**config.mk**
```make
export PLATFORM = sky130hd
export DESIGN_NAME = pwm_decode_sequencer
export DESIGN_NICKNAME = d
export VERILOG_FILES = /design/src/rtl/pwm_seq_pkg.sv /design/src/rtl/sym_fifo.sv /design/src/rtl/pwm_decode_sequencer.sv
export SDC_FILE = /design/constraint.sdc
export NUM_CORES = 1
export LEC_CHECK = 0
export CORE_MARGIN = 4
export CORE_UTILIZATION = 40
export CTS_BUF_LIST = sky130_fd_sc_hd__clkbuf_4 sky130_fd_sc_hd__clkbuf_8 sky130_fd_sc_hd__clkbuf_16
export DETAILED_ROUTE_END_ITERATION = 8
export PLACE_DENSITY_LB_ADDON = 0.25
export SYNTH_ARGS = -nofsm -noshare
export SYNTH_HDL_FRONTEND = slang
export SYNTH_HIERARCHICAL = 1
export SYNTH_SLANG_ARGS = --single-unit
```
**constraint.sdc**
```tcl
create_clock -name clock -period 2.4 [get_ports clock]
set_input_delay 0.48 -clock clock [delete_from_list [all_inputs] [get_ports clock]]
set_output_delay 0.48 -clock clock [all_outputs]
set_load 0.1 [all_outputs]
```
**src/rtl/pwm_seq_pkg.sv**
```systemverilog
// Shared types and helpers for the PWM decode sequencer.
// Pure definitions: no latency, no flow control.
package pwm_seq_pkg;

   localparam int SAMPLE_W = 16;
   localparam int SYM_W    = 8;

   typedef enum logic [2:0] {
      IDLE   = 3'd0,
      ARMED  = 3'd1,
      ACTIVE = 3'd2,
      SETTLE = 3'd3,
      EMIT   = 3'd4
   } seq_state_t;

   // One extra bit so that the most negative sample maps to +32768 without wrapping.
   function automatic logic [SAMPLE_W:0] mag17(input logic signed [SAMPLE_W-1:0] x);
      logic signed [SAMPLE_W:0] ext;
      ext = {x[SAMPLE_W-1], x};
      return x[SAMPLE_W-1] ? $unsigned(-ext) : $unsigned(ext);
   endfunction

   function automatic logic [SAMPLE_W:0] clamp_ref(input logic signed [SAMPLE_W-1:0] x);
      return x[SAMPLE_W-1] ? '0 : {1'b0, x};
   endfunction

endpackage

```
**src/rtl/sym_fifo.sv**
```systemverilog
// Symbol FIFO: push lands one cycle later at the head; one pop per cycle.
// Backpressure: a push while full is dropped and counted unless a pop frees the slot in the same cycle.
module sym_fifo #(
   parameter int DEPTH = 4,
   parameter int W     = 8
) (
   input  logic         clock,
   input  logic         reset,
   input  logic         push_vld,
   input  logic [W-1:0] push_dat,
   input  logic         pop_rdy,
   output logic [W-1:0] head_dat,
   output logic         head_vld,
   output logic [7:0]   overflow_count
);

   localparam int AW = $clog2(DEPTH);

   logic [AW:0]   wr_ptr_q, wr_ptr_d;
   logic [AW:0]   rd_ptr_q, rd_ptr_d;
   logic [W-1:0]  mem_q [DEPTH];
   logic [W-1:0]  mem_d [DEPTH];
   logic [7:0]    ovf_q, ovf_d;
   logic          empty, full, pop, push_ok;

   assign empty   = (wr_ptr_q == rd_ptr_q);
   assign full    = (wr_ptr_q[AW] != rd_ptr_q[AW]) && (wr_ptr_q[AW-1:0] == rd_ptr_q[AW-1:0]);
   assign pop     = !empty && pop_rdy;
   assign push_ok = push_vld && (!full || pop);

   always_comb begin
      mem_d    = mem_q;
      wr_ptr_d = wr_ptr_q;
      rd_ptr_d = rd_ptr_q;
      ovf_d    = ovf_q;
      // When full, the write slot is the head being popped; readers see mem_q this cycle.
      if (push_ok) begin
         mem_d[wr_ptr_q[AW-1:0]] = push_dat;
         wr_ptr_d = wr_ptr_q + (AW+1)'(1);
      end
      if (pop) begin
         rd_ptr_d = rd_ptr_q + (AW+1)'(1);
      end
      if (push_vld && !push_ok && (ovf_q != 8'hFF)) begin
         ovf_d = ovf_q + 8'd1;
      end
   end

   always_ff @(posedge clock or posedge reset) begin
      if (reset) begin
         wr_ptr_q <= '0;
         rd_ptr_q <= '0;
         ovf_q    <= '0;
         for (int i = 0; i < DEPTH; i++) begin
            mem_q[i] <= '0;
         end
      end else begin
         wr_ptr_q <= wr_ptr_d;
         rd_ptr_q <= rd_ptr_d;
         ovf_q    <= ovf_d;
         mem_q    <= mem_d;
      end
   end

   assign head_dat       = mem_q[rd_ptr_q[AW-1:0]];
   assign head_vld       = !empty;
   assign overflow_count = ovf_q;

endmodule

```
**src/rtl/pwm_decode_sequencer.sv**
```systemverilog
// Gates decoder enable around each pulse burst and queues the settled symbol; sym_valid rises QUIET_LEN+DECODE_LAT+3 cycles after the last loud sample.
// Backpressure: sym_ready pops the FIFO head; symbols arriving at a full FIFO are dropped and counted.
module pwm_decode_sequencer
   import pwm_seq_pkg::*;
#(
   parameter int QUIET_LEN  = 16,
   parameter int MAX_LEN    = 1024,
   parameter int DECODE_LAT = 2,
   parameter int FIFO_DEPTH = 4
) (
   input  logic                       clock,
   input  logic                       reset,
   input  logic                       start,
   input  logic signed [SAMPLE_W-1:0] ref_in,
   input  logic signed [SAMPLE_W-1:0] data_in,
   input  logic signed [SYM_W-1:0]    decoded_symbol,
   output logic                       enable_counter,
   output logic signed [SYM_W-1:0]    sym_out,
   output logic                       sym_valid,
   input  logic                       sym_ready,
   output logic                       busy,
   output logic                       timeout_pulse,
   output logic [7:0]                 overflow_count
);

   localparam logic [7:0]  QUIET_L = 8'(QUIET_LEN);
   localparam logic [15:0] MAX_L   = 16'(MAX_LEN);
   localparam logic [3:0]  LAT_L   = 4'(DECODE_LAT);

   seq_state_t    state_q, state_d;
   logic          above_q, above_d;
   logic [15:0]   len_q, len_d;
   logic [7:0]    quiet_q, quiet_d;
   logic [3:0]    lat_q, lat_d;
   logic          push;
   logic          timeout;
   logic [SYM_W-1:0] head_dat;

   always_comb begin
      above_d = mag17(data_in) > clamp_ref(ref_in);
      state_d = state_q;
      len_d   = '0;
      quiet_d = '0;
      lat_d   = '0;
      push    = 1'b0;
      timeout = 1'b0;
      case (state_q)
         IDLE: begin
            if (start) state_d = ARMED;
         end
         ARMED: begin
            if (!start)       state_d = IDLE;
            else if (above_q) state_d = ACTIVE;
         end
         ACTIVE: begin
            len_d   = len_q + 16'd1;
            quiet_d = above_q ? 8'd0 : quiet_q + 8'd1;
            // End of burst takes priority over the length limit.
            if (quiet_d == QUIET_L) begin
               state_d = (DECODE_LAT == 0) ? EMIT : SETTLE;
            end else if (len_d == MAX_L) begin
               state_d = ARMED;
               timeout = 1'b1;
            end
         end
         SETTLE: begin
            lat_d = lat_q + 4'd1;
            if (lat_d == LAT_L) state_d = EMIT;
         end
         EMIT: begin
            push    = 1'b1;
            state_d = start ? ARMED : IDLE;
         end
         default: state_d = IDLE;
      endcase
   end

   always_ff @(posedge clock or posedge reset) begin
      if (reset) begin
         state_q <= IDLE;
         above_q <= 1'b0;
         len_q   <= '0;
         quiet_q <= '0;
         lat_q   <= '0;
      end else begin
         state_q <= state_d;
         above_q <= above_d;
         len_q   <= len_d;
         quiet_q <= quiet_d;
         lat_q   <= lat_d;
      end
   end

   // Decoded straight from the state flop so reset drops it without waiting for a clock.
   assign enable_counter = (state_q == ACTIVE);
   assign busy           = (state_q != IDLE);
   assign timeout_pulse  = timeout;

   sym_fifo #(
      .DEPTH (FIFO_DEPTH),
      .W     (SYM_W)
   ) u_fifo (
      .clock          (clock),
      .reset          (reset),
      .push_vld       (push),
      .push_dat       (decoded_symbol),
      .pop_rdy        (sym_ready),
      .head_dat       (head_dat),
      .head_vld       (sym_valid),
      .overflow_count (overflow_count)
   );

   assign sym_out = head_dat;

endmodule

```
==> impl_metrics.yaml <==
run_status:
  status: "finished, violations left"
  violations: "setup timing"
placed_design:
  port_buffers: 63
  detailed_place_hpwl_um: 7750
  routabilityCongestion: 0.792
setup_path:
  path_buf_inv: 3
  path_common_cell: "buf_4"
  startpoint_type: "register"
  critPathKind: "reg -> out"
  critical_path.top_delay_family: "simple AND/OR/NAND/NOR gates"
  crit_required_ps: 1920
  cp-end-kind: "output port"
  worstPathMaxFanout: 4
  worst_ep_arrival_time_ps: 2350
  path_cells: "buf_4 -> and4_1 -> buf_4 -> a211oi_1 -> o22ai_2 -> nor4_4 -> buf_12"
  max_stage_delay_ps: 440
  cp_slowest_cell: "dfrtp_2"
pwr:
  leakage_nw: 2.92
  max-vdd-ir-drop_mv: 0.852
  power.density_nw_per_um2: 727
  power.total_mw: 4.65
synthesis:
  synth_flop_cell: "dfrtp_1"
  ys_warn_count: 6
  synth_commonest_cells: "78 x dfrtp_1, 39 x mux2_2, 35 x nor2_1, 28 x nand2_1, 26 x ha_1"
  async_flop_share: 1.00
  yosysTopAreaCellShare: 0.426
  syn_area_sq_um: 4580
  synth_seq_cells: 78
  ys_types: 49
  syn-num-nets: 492
  yosys.area.top_type: "dfrtp_1"
  ys_seq_area_frac: 0.426
  synth_edf_count: 0
  yosysMostFrequentCell: "dfrtp_1"
  synthCells: 422
  avgSynthCellArea_sq_um: 10.9
  synthTopCellsByArea: "dfrtp_1 43%, mux2_2 9.6%, ha_1 7.1%, xnor2_1 4.8%, xor2_1 3.6%"
sta:
  setup_tns_ps: -772
  period_share: 1.18
  relSlewSlack: 0.702
  finalCriticalPeriod_ps: 2830
  setup_viol: 2
  finClkSkew_ps: 6.09
  max_freq_ghz: 0.353
  setup_slack_ps: -431
  rsz0062_at_grt: "true"
  worstMarginPinSlew_ps: 447
  finalHoldViolations: 0
  finalMaxSlewViolations: 0
floorplan:
  initial_core_util: 0.415
  row_count: 38
  ios: 64
  fp.dieW_um: 115
  die_area_sq_um: 13200
  die_h_um: 115
  core_sq_um: 11000
final_layout:
  syn_to_final_growth_pct: 39.6
  diodes: 0
  final_nets: 627
  drive_gt1_frac: 0.339
clocking:
  clockBufferDepth: 2
  cts_hold_buf: 0
  clk_latency_ps: 330
  clkSlewWorstSetupHoldPaths_ps: 60
  cts_buffers: 9
  htreeDepth: 3
  cts_tree: "yes"
  root_buffer: "clkbuf_16"
  cts.sinks: 78
worst_hold_path:
  hold_path.class: "reg -> reg"
detailed_routing:
  num_vias: 3644
  detail_route.wl_per_cell_um: 14.8
  routed_wl_um: 10400
  vias_per_cell: 5.20
  drc_errors: 0
  dr.pass1.iters: 5
  antenna_left: 0
  drtIter0Drc: 193
global_routing:
  grt_pass1_vias: 3810
  gr-total-overflow: 0
  grt_max_degree: 35
  grt_use_total: 0.169
  grt_pass1_wl_um: 18000
  antenna_found_initial: 0
flow_run:
  maxCapViolations: 0
where the power goes:
group / total (mW) / internal (mW) / switching (mW) / leakage [nW]
Sequential: 1.62 / 1.48 / 0.144 / 1.07
Clock: 1.36 / 0.829 / 0.531 / 0.141
Combinational: 1.67 / 0.715 / 0.953 / 1.71
Total: 4.65 / 3.02 / 1.63 / 2.92
cell type report:
class                           instances  area (sq um)
Clock buffer                           10           239
Clock inverter                          5          58.8
Fill cell                             954          4640
Inverter                               10          41.3
Multi-Input combinational cell        323          2670
Sequential cell                        78          1960
Tap cell                              140           175
Timing Repair Buffer                  135          1260
stage by stage:
stage                     utilization  area, sq um  hold slack, ps  std cells  setup WS (ps)
after global placement          0.541         5970             480        681           -956
after CTS                       0.576         6360             497        700           -551
final                           0.580         6390             492        701           -431
after floorplan                     -         4640             464        422           -684
after detailed placement        0.541         5970             484        681          -1100
after global routing            0.580         6390             518        701           -575
repair_timing:
item | in CTS | in global routing
setup buffers | 4 | 1
pin swaps | 18 | 10
resized for setup | 27 | 11
endpoints found under the setup margin | 3 | 5
gates cloned | 0 | 0
sequential cells by signal, summed over array words and instances (netlist names):
register	flops
u_fifo/wr_ptr_q	3
state_q	3
u_fifo/mem_q	32
u_fifo/rd_ptr_q	3
u_fifo/overflow_count	8
quiet_q	8
above_q	1
lat_q	4
len_q	16
worst register-to-register path, delay by kind of cell, from the launching register on:
family,cells,cell delay (ps)
compound gates,3,630
buf+inv,4,570
flops,1,440
simple gates,2,480
layout by cell type, fill, tap and decap left out, types with 4 or more instances in the layout:
cell / count
dfrtp_1: 75
nand4_1: 11
o21ai_1: 4
nand3_2: 6
xor2_1: 19
nand3_1: 18
mux2_2: 36
a21o_1: 6
mux4_2: 6
nor3_1: 8
a211oi_1: 4
clkdlybuf4s50_1: 37
clkbuf_16: 9
buf_4: 80
nand2_1: 26
o21ai_0: 10
nand2b_1: 19
buf_12: 11
nor2_1: 33
nor4_1: 6
and3_1: 4
inv_1: 8
a21oi_1: 6
ha_1: 25
xnor2_1: 25
routing by layer:
layer | global-route usage | vias to the layer above | part of all wire
met3 | 0.0495 | 13 | 0.042
met4 | 0.0360 | 0 | 0.012
met2 | 0.285 | 65 | 0.51
met1 | 0.217 | 1784 | 0.44
met5 | 0 | - | 0
li1 | - | 1782 | -
worst paths after layout:
kind                                          from                  to  slack [ps]  cells after the start
worst max-delay path                      len_q[0]       timeout_pulse        -430                      7
worst min-delay path            u_fifo/wr_ptr_q[2]  u_fifo/wr_ptr_q[2]         490                      1
worst max register to register            len_q[0]          state_q[1]         170                      9
worst min register to register  u_fifo/wr_ptr_q[2]  u_fifo/wr_ptr_q[2]         490                      1
max in group asynchronous                    reset  u_fifo/wr_ptr_q[1]        1300                      4
min in group asynchronous                    reset    u_fifo/mem_q[23]         570                      3
logic make-up after synthesis:
| family | Yosys count | synth area share |
|---|---|---|
| AOI/OAI and AO/OA | 42 | 0.0606 |
| buffers and inverters | 21 | 0.0229 |
| muxes | 47 | 0.137 |
| DFF | 78 | 0.426 |
| xor gates and xnor gates | 46 | 0.0912 |
| and+or+nand+nor | 162 | 0.191 |
| adders and majority gates | 26 | 0.0710 |
Power figures use the tool's default switching activity.
